$ cat config.mk
export PLATFORM = sky130hd
export DESIGN_NAME = alu_issue_unit
export DESIGN_NICKNAME = d
export VERILOG_FILES = /design/src/rtl/alu_issue_unit.sv
export SDC_FILE = /design/constraint.sdc
export NUM_CORES = 1
export LEC_CHECK = 0
export ABC_CLOCK_PERIOD_IN_PS = 1850
export BUFFER_PORTS_ARGS = -buffer_cell sky130_fd_sc_hd__buf_2
export CAP_MARGIN = 20
export CORE_UTILIZATION = 42
export CTS_CLUSTER_DIAMETER = 80
export DETAILED_ROUTE_END_ITERATION = 6
export GPL_TIMING_DRIVEN = 0
export PLACE_DENSITY = 0.76
export SLEW_MARGIN = 5
export SYNTH_ARGS = -nofsm -noshare
export SYNTH_HDL_FRONTEND = slang
export SYNTH_SLANG_ARGS = --single-unit
$ cat constraint.sdc
create_clock -name clk -period 1.85 [get_ports clk]
set_input_delay 0.2775 -clock clk [delete_from_list [all_inputs] [get_ports clk]]
set_output_delay 0.2775 -clock clk [all_outputs]
set_load 0.02 [all_outputs]
$ cat src/rtl/alu_issue_unit.sv
// Issue stage in front of a combinational ALU. S1 registers the request and drives the ALU.
// S2 captures the ALU result and returns it to the consumer.
module alu_issue_unit #(
    parameter int WIDTH = 32,
    parameter int CNT_W = 16
) (
    input  logic             clk,
    input  logic             rst,
    input  logic             in_valid,
    output logic             in_ready,
    input  logic [WIDTH-1:0] in_a,
    input  logic [WIDTH-1:0] in_b,
    input  logic [3:0]       in_op,
    output logic [WIDTH-1:0] alu_a,
    output logic [WIDTH-1:0] alu_b,
    output logic [3:0]       alu_op,
    input  logic [WIDTH-1:0] alu_out,
    input  logic             alu_zero,
    output logic             res_valid,
    input  logic             res_ready,
    output logic [WIDTH-1:0] res_data,
    output logic             res_zero,
    output logic             res_illegal,
    output logic [CNT_W-1:0] issued_cnt,
    output logic [CNT_W-1:0] illegal_cnt
);
    localparam logic [3:0] OP_ADD = 4'b0000;
    localparam logic [3:0] OP_SUB = 4'b0010;
    localparam logic [3:0] OP_AND = 4'b0100;
    localparam logic [3:0] OP_OR  = 4'b0101;
    localparam logic [3:0] OP_XOR = 4'b0110;
    localparam logic [3:0] OP_NOR = 4'b0111;
    localparam logic [3:0] OP_SLT = 4'b1010;

    logic             s1_valid;
    logic [WIDTH-1:0] s1_a;
    logic [WIDTH-1:0] s1_b;
    logic [3:0]       s1_op;
    logic             s1_illegal;

    logic             s2_valid;
    logic [WIDTH-1:0] s2_data;
    logic             s2_zero;
    logic             s2_illegal;

    logic accept;
    logic s2_free;
    logic s1_move;
    logic in_illegal;

    always_comb begin
        in_illegal = 1'b1;
        case (in_op)
            OP_ADD, OP_SUB, OP_AND, OP_OR, OP_XOR, OP_NOR, OP_SLT: in_illegal = 1'b0;
            default: in_illegal = 1'b1;
        endcase
    end

    // Both handshakes: a transfer happens on a rising edge where valid && ready; the
    // sender holds its payload stable while valid is high and ready is low.
    assign s2_free  = !s2_valid || res_ready;
    assign s1_move  = s1_valid && s2_free;
    assign in_ready = !s1_valid || s2_free;
    assign accept   = in_valid && in_ready;

    assign alu_a  = s1_a;
    assign alu_b  = s1_b;
    assign alu_op = s1_illegal ? 4'b0000 : s1_op;

    assign res_valid   = s2_valid;
    assign res_data    = s2_data;
    assign res_zero    = s2_zero;
    assign res_illegal = s2_illegal;

    always_ff @(posedge clk) begin
        if (rst) begin
            s1_valid   <= 1'b0;
            s1_a       <= '0;
            s1_b       <= '0;
            s1_op      <= 4'b0000;
            s1_illegal <= 1'b0;
        end else if (accept) begin
            s1_valid   <= 1'b1;
            s1_a       <= in_a;
            s1_b       <= in_b;
            s1_op      <= in_op;
            s1_illegal <= in_illegal;
        end else if (s1_move) begin
            s1_valid <= 1'b0;
        end
    end

    // Illegal requests still flow through S2 so the consumer sees them in order.
    always_ff @(posedge clk) begin
        if (rst) begin
            s2_valid   <= 1'b0;
            s2_data    <= '0;
            s2_zero    <= 1'b0;
            s2_illegal <= 1'b0;
        end else if (s1_move) begin
            s2_valid   <= 1'b1;
            s2_data    <= s1_illegal ? '0 : alu_out;
            s2_zero    <= s1_illegal ? 1'b0 : alu_zero;
            s2_illegal <= s1_illegal;
        end else if (s2_valid && res_ready) begin
            s2_valid <= 1'b0;
        end
    end

    always_ff @(posedge clk) begin
        if (rst) begin
            issued_cnt  <= '0;
            illegal_cnt <= '0;
        end else if (accept) begin
            if (issued_cnt != '1) begin
                issued_cnt <= issued_cnt + 1'b1;
            end
            if (in_illegal && (illegal_cnt != '1)) begin
                illegal_cnt <= illegal_cnt + 1'b1;
            end
        end
    end

endmodule
Yosys cells after proc, flatten, opt, wreduce, memory -nomap -nowiden
Cells that the tools add are included.
{ "classes": {"addsub": 2, "n_eq_ne": 8, "n_mux": 8, "n_reduce_logical": 14} }
{ "ops": {"columns": ["operator", "n"], "rows": [
  ["$add A16 B1 Y16 const B", 2],
  ["$mux W32", 1],
  ["$ne A16 B16 Y1 const B", 2],
  ["$eq A4 B3 Y1 const B", 4],
  ["$reduce_or A7 Y1", 1],
  ["$mux W1", 6],
  ["$eq A4 B2 Y1 const B", 1],
  ["$eq A4 B4 Y1 const B", 1],
  ["$logic_and A1 B1 Y1", 4],
  ["$logic_not A4 Y1", 1],
  ["$mux W4", 1],
  ["$reduce_and A2 Y1", 2],
  ["$reduce_bool A2 Y1", 2],
  ["$logic_not A1 Y1", 2],
  ["$logic_or A1 B1 Y1", 2]
]} }
{ "word_totals": {"ff_bits": 137, "word_cells": 43} }

Logic depth before layout (Yosys ltp)
Gate-level depths: netlist of the first run.
{ "logic_depth": {"word_depth": 5, "depth_mapped": 7, "mapped_depth_nobuf": 6} }

Worst setup path after synthesis of the first run
Ideal clock, no wire load.
{ "synth_timing": {"path_kind": "register to register", "from": "register issued_cnt[0]", "to": "register issued_cnt[3]", "setup_ns": 0.128, "arrival_ns": 1.919, "path_slack_ns": -0.197, "path_stages_with_launch": 7, "period_less_slack_ns": 2.047, "cell_sequence": "dfxtp_1 ha_1 nand4_1 nor4_1 nor4b_1 xnor2_1 nor2_1"} }
{ "synth_via": {"elab_chain_len": 2, "word_cells_on_any_way": 3, "classes_between": "1 x add/sub; 1 x eq/ne; 1 x reduce/logical"} }
{ "synth_lines": {"columns": ["item", "line_no", "source"], "rows": [
  ["start: declaration", "24", "output logic [CNT_W-1:0] issued_cnt,"],
  ["start signal: assignment", "116", "issued_cnt <= issued_cnt + 1'b1;"],
  ["parallel branches: the longest is 2 deep, another holds $add A16 B1 Y16", null, null]
]} }
Parallel ways; which one is timed is not known.
A chain may end at the register's enable or synchronous reset.

Worst setup path after layout of the first run
{ "layout_timing": {"from": "register s1_valid", "to": "register illegal_cnt[11]"} }
{ "layout_via": {"elab_chain_len": 4} }
{ "layout_lines": {"columns": ["item", "line_no", "source"], "rows": [
  ["start: declaration", "35", "logic s1_valid;"],
  ["start signal: assignment", "77", "s1_valid <= 1'b0;"],
  ["start signal: assignment", "83", "s1_valid <= 1'b1;"],
  ["start signal: assignment", "89", "s1_valid <= 1'b0;"],
  ["$logic_not A1 Y1", "63", "assign in_ready = !s1_valid || s2_free;"],
  ["$logic_or A1 B1 Y1", "63", null],
  ["$logic_and A1 B1 Y1", "64", "assign accept = in_valid && in_ready;"],
  ["$reduce_and A2 Y1 (no source line)", null, null],
  ["end signal: assignment", "119", "illegal_cnt <= illegal_cnt + 1'b1;"],
  ["end: declaration", "25", "output logic [CNT_W-1:0] illegal_cnt"]
]} }
No other way between the ends.

==> impl.org, run 1 <==
** Layout
- Layout filler cell count :: 1,090
- Post-layout net count :: 1,030
- The repair_antennas step left the layout with diodes totalling 0.
- For this run, the number of standard cells in the final layout without fillers is ~1,100.
- Proportion of layout cells with a drive suffix above 1 :: 35.3%
- From synthesis to final layout, the design area changed by 43.4%.

** Route
- After detailed routing, the number of remaining DRC violations is 0.
- Final antenna-violating net count :: 0
- Routed len/inst :: approximately 14 um
- The routed design has ~16 mm of wire.
- Mean number of vias per cell :: 4.92
- For this block, the initial DRC count from the detailed router was 200.
- Before antenna repair, the detailed router went through 4 iterations.
- Detailed routing inserted a total of 5,430 vias.

** STA
- Worst-Margin Slew :: 626 ps
- For this run, the top clock speed supported by timing is 541 MHz.
- # setup viols final :: 0
- The worst pin sits at a relative slew slack of a little under three fifths.
- For the final database, setup skew stands at 5.53 ps.
- Setup total negative slack :: 0 ps
- The number of pins exceeding their max-slew limit in the final report was 0.
- Setup repair after global routing could not meet its margin everywhere.
- Period Utilization, post-route :: 100%
- Final critical delay including setup and external delays :: 1850 ps
- On the final layout, the worst hold slack is 90.7 ps.
- The final hold violation count came to 0.

** Floorplanning
- Placeable Area :: 12,200 um^2
- In this run the horizontal extent of the chip is approximately 110 um.
- Number of placed I/O pins :: 241
- In this run the vertical extent of the chip is 114 um.
- In this run the core area contains 40 standard-cell rows.
- Die Area :: 13,100 um^2
- Once the floorplan was initialized, standard cells occupied between 40% and 50% of the core.

** Yosys
- Yosys warning total :: 0
- Of the post-synthesis cell area, the dominant cell type holds 51.8%.
- Main flop type after synthesis :: sky130_fd_sc_hd__dfxtp_1
- The mapped netlist covers between 5000 and 6000 um^2.
- Top post-synthesis cells by area :: sky130_fd_sc_hd__dfxtp_1, sky130_fd_sc_hd__a21oi_1, sky130_fd_sc_hd__nand2_1, sky130_fd_sc_hd__nor3b_1, sky130_fd_sc_hd__nor2_1
- sky130_fd_sc_hd__dfxtp_1 takes more of the synthesized area than any other cell.
- Counting every net in the synthesized netlist gives ~760.
- Sequential element share of the synthesized area :: between 50% and 60%
- Yosys mapped a number of flops with a built-in enable equal to 0.
- Mapped Cells :: 651
- Of all flip-flops after synthesis, the portion carrying an async set or reset was 0%.
- Each instance of the synthesized netlist takes up on average between 8 and 9 um^2.
- The netlist uses 42 different library cells.
- Post-synthesis sequential element count :: around 140

** GRT
- Via count of the first global-routing pass :: 4,956
- Maximum number of pins on one net before global-route repair :: 17
- Number of antenna violations at the first check in global routing :: 0
- Aggregate global routing overflow :: 0
- First-pass GRT wire length :: between 20 and 25 mm
- Aggregate global-route resource usage :: 23.8%

** Critical path
- Arrival time of data at the critical path endpoint :: 2130 ps
- For the worst setup path, the data required time is around 2100 ps.
- For the worst flop-to-flop path, the logic depth is 8.
- The worst register-to-register path ends at illegal_cnt[11]$_SDFFE_PP0P_.
- Along the worst path, the maximum fanout reaches 7.
- Reg-to-Reg Start :: s1_valid$_SDFFE_PP0P_
- Kind of start point of the critical path :: flop
- By startpoint and endpoint, the worst setup path is classified as reg2reg.
- The worst setup path is captured at a flop.
- For flop-to-flop paths, the worst setup slack is ~0.55 ps.

** Hold path
- Path type of the worst min-delay path :: in2reg
- The path with the worst hold slack has its endpoint at alu_a[13]$_SDFFE_PP0P_.
- In this run the most critical hold path is launched from in_a[13].
- The worst hold path was traced through 3 stages.

** Clock tree
- For this design, the CTS-stage hold fixing added 0 buffers.
- Number of CTS-inserted buffers :: 17
- Clock latency on the worst-skew pair :: ~420 ps
- No sink is reached through more buffers than the 2 on the longest clock path.
- CTS saw 137 sinks.
- CTS clock-pin slew for the worst setup and hold paths :: 60 ps
- TritonCTS built the clock tree.
- Root buffer cell :: sky130_fd_sc_hd__clkbuf_16
- The H-tree was split into 4 levels.

** Pwr
- Pwr/cell area :: between 900 and 1000 nW/um^2
- Summing internal, switching and leakage power gives 7.42 mW.
- The worst-case IR drop observed on VDD is 0.569 mV.
- Leakage Power :: 3.42 nW

** Job
- Max-cap violations in this run came to 0.

** Place
- Counting tap cells, the placed design contains a total of approximately 1,100 instances.
- Port buffering added 240 buffers.
- Routability-driven placement finished with a final weighted congestion of 0.795.
- Once detailed placement completed, the half-perimeter wirelength came to around 11 mm.

** Outcome
- Outcome :: finished clean
-- worst max-delay path by stage --
stage                                 from  slack (ps)                           end
2_1_floorplan  illegal_cnt[0]$_SDFFE_PP0P_           8   illegal_cnt[9]$_SDFFE_PP0P_
3_3_place_gp                     res_ready        -420  illegal_cnt[10]$_SDFFE_PP0P_
3_5_place_dp                     res_ready        -440  illegal_cnt[12]$_SDFFE_PP0P_
4_1_cts        illegal_cnt[1]$_SDFFE_PP0P_         -50  illegal_cnt[11]$_SDFFE_PP0P_
5_1_grt              s1_valid$_SDFFE_PP0P_        -130    issued_cnt[0]$_SDFFE_PP0P_
6_report             s1_valid$_SDFFE_PP0P_         0.5  illegal_cnt[11]$_SDFFE_PP0P_
-- power by group --
part | leakage (nW) | switching (mW) | internal (mW) | total [mW]
combinational | 2.00 | 0.510 | 0.302 | 0.812
sequential | 1.13 | 0.0706 | 3.08 | 3.15
clock | 0.299 | 1.21 | 2.24 | 3.46
-- routing by layer --
| layer | vias to the layer above | part of all wire, % | global-route usage (%) |
|---|---|---|---|
| met5 | - | 0 | 0 |
| met1 | 2449 | 42 | 27.0 |
| met3 | 31 | 8.1 | 8.26 |
| met2 | 206 | 48 | 40.0 |
| met4 | 0 | 2.7 | 11.8 |
| li1 | 2744 | - | - |
-- kinds of logic (layout without fill, tap and decap cells) --
kind of cell             Yosys count  after routing  share of synthesized area, %
multiplexers                       2              2                         0.402
XOR/XNOR                          17             17                          2.81
AO/OA/AOI/OAI                    137            137                          13.7
adder cells (fa/ha/maj)            2              2                         0.472
AND/OR/NAND/NOR                  307            307                          27.4
buffers and inverters             49            333                          3.50
flip-flops                       137            137                          51.8
-- metrics by stage --
| step | util, % | worst slack [ps] | cell area [um^2] |
|---|---|---|---|
| after floorplan | - | 7.73 | 5320 |
| after global placement | 55.4 | -418 | 6740 |
| after detailed placement | 55.4 | -443 | 6740 |
| after CTS | 61.3 | -48.5 | 7450 |
| after global routing | 62.5 | -128 | 7600 |
| final | 62.5 | 0.548 | 7600 |
-- cells in the mapped netlist (all sizes together) (5+ instances only) --
| master | count |
|---|---|
| or3 | 10 |
| a21oi | 115 |
| xnor2 | 13 |
| dfxtp | 137 |
| nor2 | 60 |
| nand4 | 11 |
| nor3b | 35 |
| o21ai | 10 |
| nand3 | 11 |
| nor2b | 6 |
| clkbuf | 38 |
| buf | 7 |
| nand2 | 150 |
| and4 | 5 |
-- layout by cell type (no fill, tap or decap), drive strengths merged, types with 6 or more instances in the layout --
cell type,count
a21oi,115
buf,263
clkbuf,58
dfxtp,137
nand2,150
nand3,11
nand4,11
nor2,60
nor2b,6
nor3b,35
o21ai,10
or3,10
xnor2,13
-- flip-flops by register name, indices dropped and copies added, names as in the netlist --
| name | count |
|---|---|
| illegal_cnt | 16 |
| alu_b | 32 |
| res_zero | 1 |
| s1_illegal | 1 |
| alu_a | 32 |
| s1_op | 4 |
| issued_cnt | 16 |
| s1_valid | 1 |
| res_valid | 1 |
| res_data | 32 |
| res_illegal | 1 |
-- cell type report --
cell class	instances	area [um^2]	area share [%]
Sequential cell	137	2760	36.4
Tap cell	168	210	2.77
Clock inverter	8	118	1.55
Buffer	42	179	2.36
Multi-Input combinational cell	465	2500	32.9
Inverter	4	15.0	0.198
Timing Repair Buffer	256	1330	17.4
Clock buffer	23	488	6.42
-- critical path, cell delays in order (launching register included) --
cell and delay, ps:
sky130_fd_sc_hd__dfxtp_1 330, sky130_fd_sc_hd__and3b_2 260, sky130_fd_sc_hd__inv_2 100, sky130_fd_sc_hd__nand2_4 80
sky130_fd_sc_hd__a2111o_1 360, sky130_fd_sc_hd__clkbuf_8 180, sky130_fd_sc_hd__buf_6 130, sky130_fd_sc_hd__o31ai_4 170
sky130_fd_sc_hd__a21oi_1 90
-- repair_timing --
action | 4_1_cts | 5_1_grt
resized for setup | 21 | 25
setup endpoints to repair | 89 | 49
pin swaps | 8 | 8
buffers inserted | 10 | 6
No activity file was read; power rests on OpenSTA's default activity.
==> run 2: changes to the inputs <==
Settings changed: PLACE_DENSITY 0.76 to 0.75.
==> impl.org, run 2 (synthesized netlist as in run 1, its figures left out) <==
** Floorplanning
- The floorplan step defined a die boundary enclosing 13,100 um^2.
- Floorplan die height :: 114 um
- In this run the standard cell core region covers 12,200 um^2.
- Number of placed I/O pins :: 241
- Once the floorplan was initialized, standard cells occupied 43.5% of the core.
- The floorplan has 40 rows.
- Die Width :: ~110 um

** Layout
- Post-route cell area :: 7600 um^2
- Synth-to-layout area growth :: 43.6%
- Leading cell type in the layout, fill and taps excluded :: sky130_fd_sc_hd__buf_2
- Post-layout net count :: 1,030
- In the layout the commonest cells are sky130_fd_sc_hd__buf_2, sky130_fd_sc_hd__nand2_1, sky130_fd_sc_hd__dfxtp_1, sky130_fd_sc_hd__a21oi_1, sky130_fd_sc_hd__nor2_1.
- Fill cells in the final layout number between 1,000 and 1,500.
- Final core occ :: a little over three fifths
- Cells with a size suffix above 1 make up about a third of the layout.
- Count of non-filler cells in the finished layout :: 1,105

** Route
- Vias after detailed routing :: 5,454
- For this block, the routed nets add up to around 16 mm of wire.
- Total iterations of the first detailed-routing run :: 4
- After the first detailed-routing iteration, the DRC count stood at 275.
- Routed len/inst :: 14.3 um
- Once detail routing completed, the nets flagged for antenna violations numbered 0.
- In the routed design, unresolved DRC markers number 0.
- Using the TritonRoute via totals, the vias-per-cell ratio works out to about 5.

** STA
- Tightest hold margin :: about 95 ps
- # setup viols final :: 5
- Hold violation total from the final report :: 0
- Worst setup margin :: -37.1 ps
- At the pin with the least slew margin, the transition time is 601 ps.
- The smallest clock period supported by the final layout is computed as roughly 1900 ps.
- Dividing the final minimum period by the clock period gives 102%.
- Adding up every negative setup slack in the final design gives -94.2 ps.
- Setup repair after global routing could not meet its margin everywhere.
- Count of pins over their slew limit :: 0
- Derived from the worst setup path, the maximum achievable clock frequency is 530 MHz.
- Maximum clock skew at final layout :: 8.42 ps
- Headroom to the max-slew limit :: 60.0%

** Clock tree
- Number of buffers on the longest clock path :: 2
- Clock tree from TritonCTS :: done
- Total clock sinks :: around 140
- Hold repair after CTS inserted 0 buffers.
- Number of CTS-inserted buffers :: 17
- CTS clock-pin slew for the worst setup and hold paths :: 60 ps
- At the later pin of the worst-skew pair, clock insertion delay measures 420 ps.
- Total number of H-tree levels :: 4
- The tree is rooted in a sky130_fd_sc_hd__clkbuf_16.

** Critical path
- Critical Path, Cell by Cell :: ha_4 > and4_4 > a2111o_1 > nor4_1 > mux2_2
- STA classifies the critical path endpoint as a flop.
- The worst setup path is launched from a flop.
- Critical-path top delay cell :: sky130_fd_sc_hd__a2111o_1
- Critical path data required time :: around 2200 ps
- Worst stage delay on the critical path :: 480 ps
- Number of cell instances on the worst register-to-register path :: 5
- The worst register-to-register path begins at illegal_cnt[0]$_SDFFE_PP0P_.
- R2R Path End :: illegal_cnt[13]$_SDFFE_PP0P_
- Setup slack of the most critical reg-to-reg path :: -40 ps
- Startpoint-to-endpoint class of the critical path :: reg2reg
- Arrival time of data at the critical path endpoint :: 2200 ps
- The most critical setup path has its startpoint at illegal_cnt[0]$_SDFFE_PP0P_.
- Biggest fanout along the worst timing path :: 5

** Outcome
- The run finished, with violations left.
- Failing checks :: negative setup slack

** Place
- Instance count after placement with tap cells included :: 1,059
- Final RePlAce weighted congestion :: 0.819
- Timing analysis after detailed placement gives a worst setup slack of -461 ps.
- DP Wirelength :: between 10 and 15 mm
- Once placement finished, the instance area stood at 6740 um^2.
- The count of buffers added on input and output ports is 240.

** GRT
- Via count of the first global-routing pass :: between 5,000 and 6,000
- The number of antenna violations at the first check in global routing was 0.
- Aggregate global routing overflow :: 0
- The first global-routing pass estimated 24.6 mm of wire.
- Aggregate global-route resource usage :: 24.4%
- Maximum number of pins on one net before global-route repair :: 17

** Pwr
- The internal portion of the total power is between 5 and 6 mW.
- Net switching fraction of the power :: between 20% and 30%
- The analysis attributes to cell leakage a power of 3.44 nW.
- Summed over all nets, the switching power comes to 1.85 mW.
- Part of the power in combinational logic :: between 10% and 20%
- IR analysis of the VDD net gives a maximum drop of between 0.8 and 0.9 mV.
- Total power for the finished layout comes to around 7.7 mW.
- Sequential share of power :: between 40 and 50%
- Power spread over the standard cell area amounts to 1010 nW/um^2.
- The clock network burns roughly half of the power.

** Hold path
- The worst hold path terminates at alu_b[8]$_SDFFE_PP0P_.
- The worst hold path belongs to the class in2reg.
- Along the worst hold path, the cell count comes to 3.
- Hold path start :: in_b[8]

** Job
- Max-cap violations in this run came to 0.
-- run 2: power groups by stage --
stage	combinational, mW	clock (mW)	sequential [mW]
after floorplan	0.315	0	3.36
after global placement	0.804	0	3.21
after detailed placement	0.807	0	3.21
after CTS	0.819	3.76	3.15
after global routing	0.904	3.92	3.17
final	0.821	3.72	3.15
-- run 2: area by class of cell --
cell class	count	area, um^2	share of cell area [%]
diodes	1	2.50	0.0329
plain buffers	42	178	2.34
clock buffers	20	457	6.01
clock inverters	12	195	2.57
inverters	4	15.0	0.197
multi-input cells	465	2460	32.4
flip-flops and latches	137	2770	36.4
well taps	168	210	2.76
repair buffers	256	1320	17.4
-- run 2: metal layers --
metal	global-route usage (%)	share of wire [%]	routed length (um)	vias up
li1	-	-	-	2753
met4	7.10	1.3	202	0
met1	27.3	41	6460	2470
met5	0	0	0	-
met3	9.79	9.2	1450	20
met2	42.6	49	7670	211
-- run 2: how the worst max path moves through the flow --
stage	endpoint	slack, ps	cells after the start
after floorplan	illegal_cnt[9]$_SDFFE_PP0P_	8	6
after global placement	illegal_cnt[12]$_SDFFE_PP0P_	-460	8
after detailed placement	illegal_cnt[10]$_SDFFE_PP0P_	-460	8
after CTS	illegal_cnt[13]$_SDFFE_PP0P_	-10	5
after global routing	illegal_cnt[7]$_SDFFE_PP0P_	-70	6
final	illegal_cnt[13]$_SDFFE_PP0P_	-40	5
-- run 2: what timing repair did --
action | CTS | global route
pin swaps | 10 | 7
cloned | 1 | 0
gates resized for setup | 19 | 12
setup endpoints to repair | 94 | 77
buffers inserted | 9 | 6
-- run 2: critical path, delay by kind of cell (launching register included) --
kind,cells,cell delay [ps]
AND/OR/NAND/NOR,2,420
flip-flops,1,350
AO/OA/AOI/OAI,1,480
adder cells (fa/ha/maj),1,160
multiplexers,1,360
==> run 3: changes to the inputs <==
Settings changed: MAX_ROUTING_LAYER set to met4.
==> impl.org, run 3 (synthesized netlist as in run 1, its figures left out) <==
** Outcome
- The run finished, with violations left.
- Failing checks :: negative setup slack

** Pwr
- IR analysis of the VDD net gives a maximum drop of 0.837 mV.
- For this design the total switching power over the nets is 1.84 mW.
- Int Power :: 5.85 mW
- Portion of total power attributed to the clock network :: 48.2%
- In this run, flip-flops and latches consume 41.1% of the power.
- Combinational logic is responsible for 10.7% of the overall power.
- Dividing total power by cell area gives a power density of 1010 nW/um^2.
- Net switching fraction of the power :: 23.9%
- Leakage Power :: roughly 3.4 nW

** Place
- PortBufs :: 240
- At the end of routability-driven placement, the weighted congestion stood at ~0.83.
- After detailed placement, the total cell area comes to a little under 7000 um^2.
- The HPWL after detailed placement is 11.3 mm.

** GRT
- First-pass GRT wire length :: 24.5 mm
- Entering global routing, the biggest net connects 17 pins.
- Number of antenna violations at the first check in global routing :: 0
- After global routing the overflow that remains totals 0.
- Via count of the first global-routing pass :: 5,079
- Across every metal layer, demand over resource in global routing totals 25.1%.

** Clock tree
- Buffers inserted during clock tree synthesis total 17.
- The H-tree was split into 4 levels.
- The cell sitting at the root of the clock tree is a sky130_fd_sc_hd__clkbuf_16.
- Clock latency on the worst-skew pair :: 410 ps
- CTS clock-pin slew for the worst setup and hold paths :: 60 ps
- Clock tree from TritonCTS :: done
- Counting along the longest clock path gives a buffer depth of 2.
- The number of hold buffers added after CTS was 0.
- CTS saw around 140 sinks.

** Critical path
- Walking the worst path, the cells encountered are ha_4 > and4_4 > a2111o_1 > nor4_1 > mux2_2.
- Biggest fanout along the worst timing path :: 5
- At the worst endpoint, the required time is 2150 ps.
- Kind of start point of the critical path :: flop
- Critical-path top delay cell :: sky130_fd_sc_hd__a2111o_1
- Worst stage delay on the critical path :: 490 ps
- For the worst setup path, the data arrival time is 2190 ps.
- Nature of the critical path endpoint :: flop
- The worst setup path is of the reg2reg kind.

** STA
- For the final routed database, the setup TNS stands at -97.4 ps.
- The final critical path takes up 102% of the cycle.
- RSZ-0062 raised after global routing :: yes
- In this run the tightest slew margin relative to its limit is 58.7%.
- Maximum clock skew at final layout :: 9.65 ps
- The worst path in the final design needs a cycle of approximately 1900 ps, including I/O delays and setup.
- Across all setup checks in the final design, the least slack found is -37.8 ps.
- Peak clock frequency supported by timing :: approximately 530 MHz
- Count of pins over their slew limit :: 0
- # setup viols final :: 5
- Hold violation total from the final report :: 0
- Worst-Margin Slew :: 619 ps

** Floorplanning
- Number of placed I/O pins :: 241
- The core region is between 10,000 and 15,000 um^2.
- The initial utilization of the core area, before any placement, comes to between 40% and 50%.
- Die Area :: 13,100 um^2
- The floorplan step set the die width to 114 um.
- From bottom edge to top edge, the die measures 114 um.
- The floorplan has 40 rows.

** Layout
- Measured on the finished design, the core utilization comes to 62.5%.
- Compared with the post-synthesis result, the final layout area differs by 43.6%.
- The final layout contains 1,030 nets.
- Post-route cell area :: 7600 um^2
- The library cell used most frequently in the layout, excluding fill and tap cells, is sky130_fd_sc_hd__buf_2.
- Commonest cells after routing, fill and taps aside :: sky130_fd_sc_hd__buf_2, sky130_fd_sc_hd__nand2_1, sky130_fd_sc_hd__dfxtp_1, sky130_fd_sc_hd__a21oi_1, sky130_fd_sc_hd__nor2_1
- Proportion of layout cells with a drive suffix above 1 :: 34.9%

** Route
- Detailed-route wire length :: around 16 mm
- The first detailed-routing pass ran for 4 iterations.
- Final antenna-violating net count :: 0
- After the first detailed-routing iteration, the DRC count stood at 267.
- Vias after detailed routing :: 5,421
- Dividing the detail-routed wire length by the instance count gives 14.3 um.
- Total DRC errors in the routed layout :: 0
- Mean number of vias per cell :: 4.91

** Job
- Across the run, the number of max-cap violations was 0.

** Hold path
- The path class of the tightest hold or removal check is in2reg.
[run 3: cell counts in the layout (fill, tap and decap cells not counted)]
No cell type changed its count.
[run 3: power by group through the flow]
stage	Combinational [mW]	Clock [mW]	Sequential (mW)
after floorplan	0.315	0	3.36
after global placement	0.804	0	3.21
after detailed placement	0.807	0	3.21
after CTS	0.819	3.76	3.15
after global routing	0.904	3.92	3.17
final	0.822	3.71	3.15
[run 3: routing by layer]
layer / wire length, um / track usage (%)
met1: 6650 / 28.1
met2: 7820 / 42.6
met3: 1200 / 8.31
met4: 111 / 7.10
met5: 0 / -
[run 3: cell type report]
type,instances,area (um^2)
antenna,1,2.50
buffer,42,178
clock buffer,20,457
clock inverter,12,195
fill,1101,4560
inverter,4,15.0
multi-input combinational,465,2460
sequential,137,2770
tap,168,210
timing repair buffer,256,1320
[run 3: critical path: cells and delay by family (launching register included)]
kind	cells	cell delay, ps
adder cells (fa/ha/maj)	1	160
flip-flops	1	350
AO/OA/AOI/OAI	1	490
multiplexers	1	360
AND/OR/NAND/NOR	2	420
[run 3: final timing paths]
path	depth (start not counted)	endpoint	startpoint	slack [ps]
hold reg to reg	2	s1_op[2]$_SDFFE_PP0P_	s1_op[2]$_SDFFE_PP0P_	450
setup reg to reg	5	illegal_cnt[13]$_SDFFE_PP0P_	illegal_cnt[0]$_SDFFE_PP0P_	-40
hold / removal	3	alu_b[1]$_SDFFE_PP0P_	in_b[1]	100
setup / recovery	5	illegal_cnt[13]$_SDFFE_PP0P_	illegal_cnt[0]$_SDFFE_PP0P_	-40
[run 3: metrics by stage]
step / power, mW / setup WS (ps) / hold slack [ps] / std cells
after floorplan: 3.68 / 7.73 / 398 / 651
after global placement: 4.01 / -456 / 438 / 1059
after detailed placement: 4.02 / -461 / 442 / 1059
after CTS: 7.73 / -11.5 / 85.6 / 1099
after global routing: 7.99 / -67.7 / 83.9 / 1104
final: 7.68 / -37.8 / 99.1 / 1105
[run 3: repair_timing]
item / in CTS / in global routing
setup endpoints to repair: 94 / 77
resized for setup: 19 / 12
cloned: 1 / 0
pin swaps: 10 / 7
setup buffers: 9 / 6
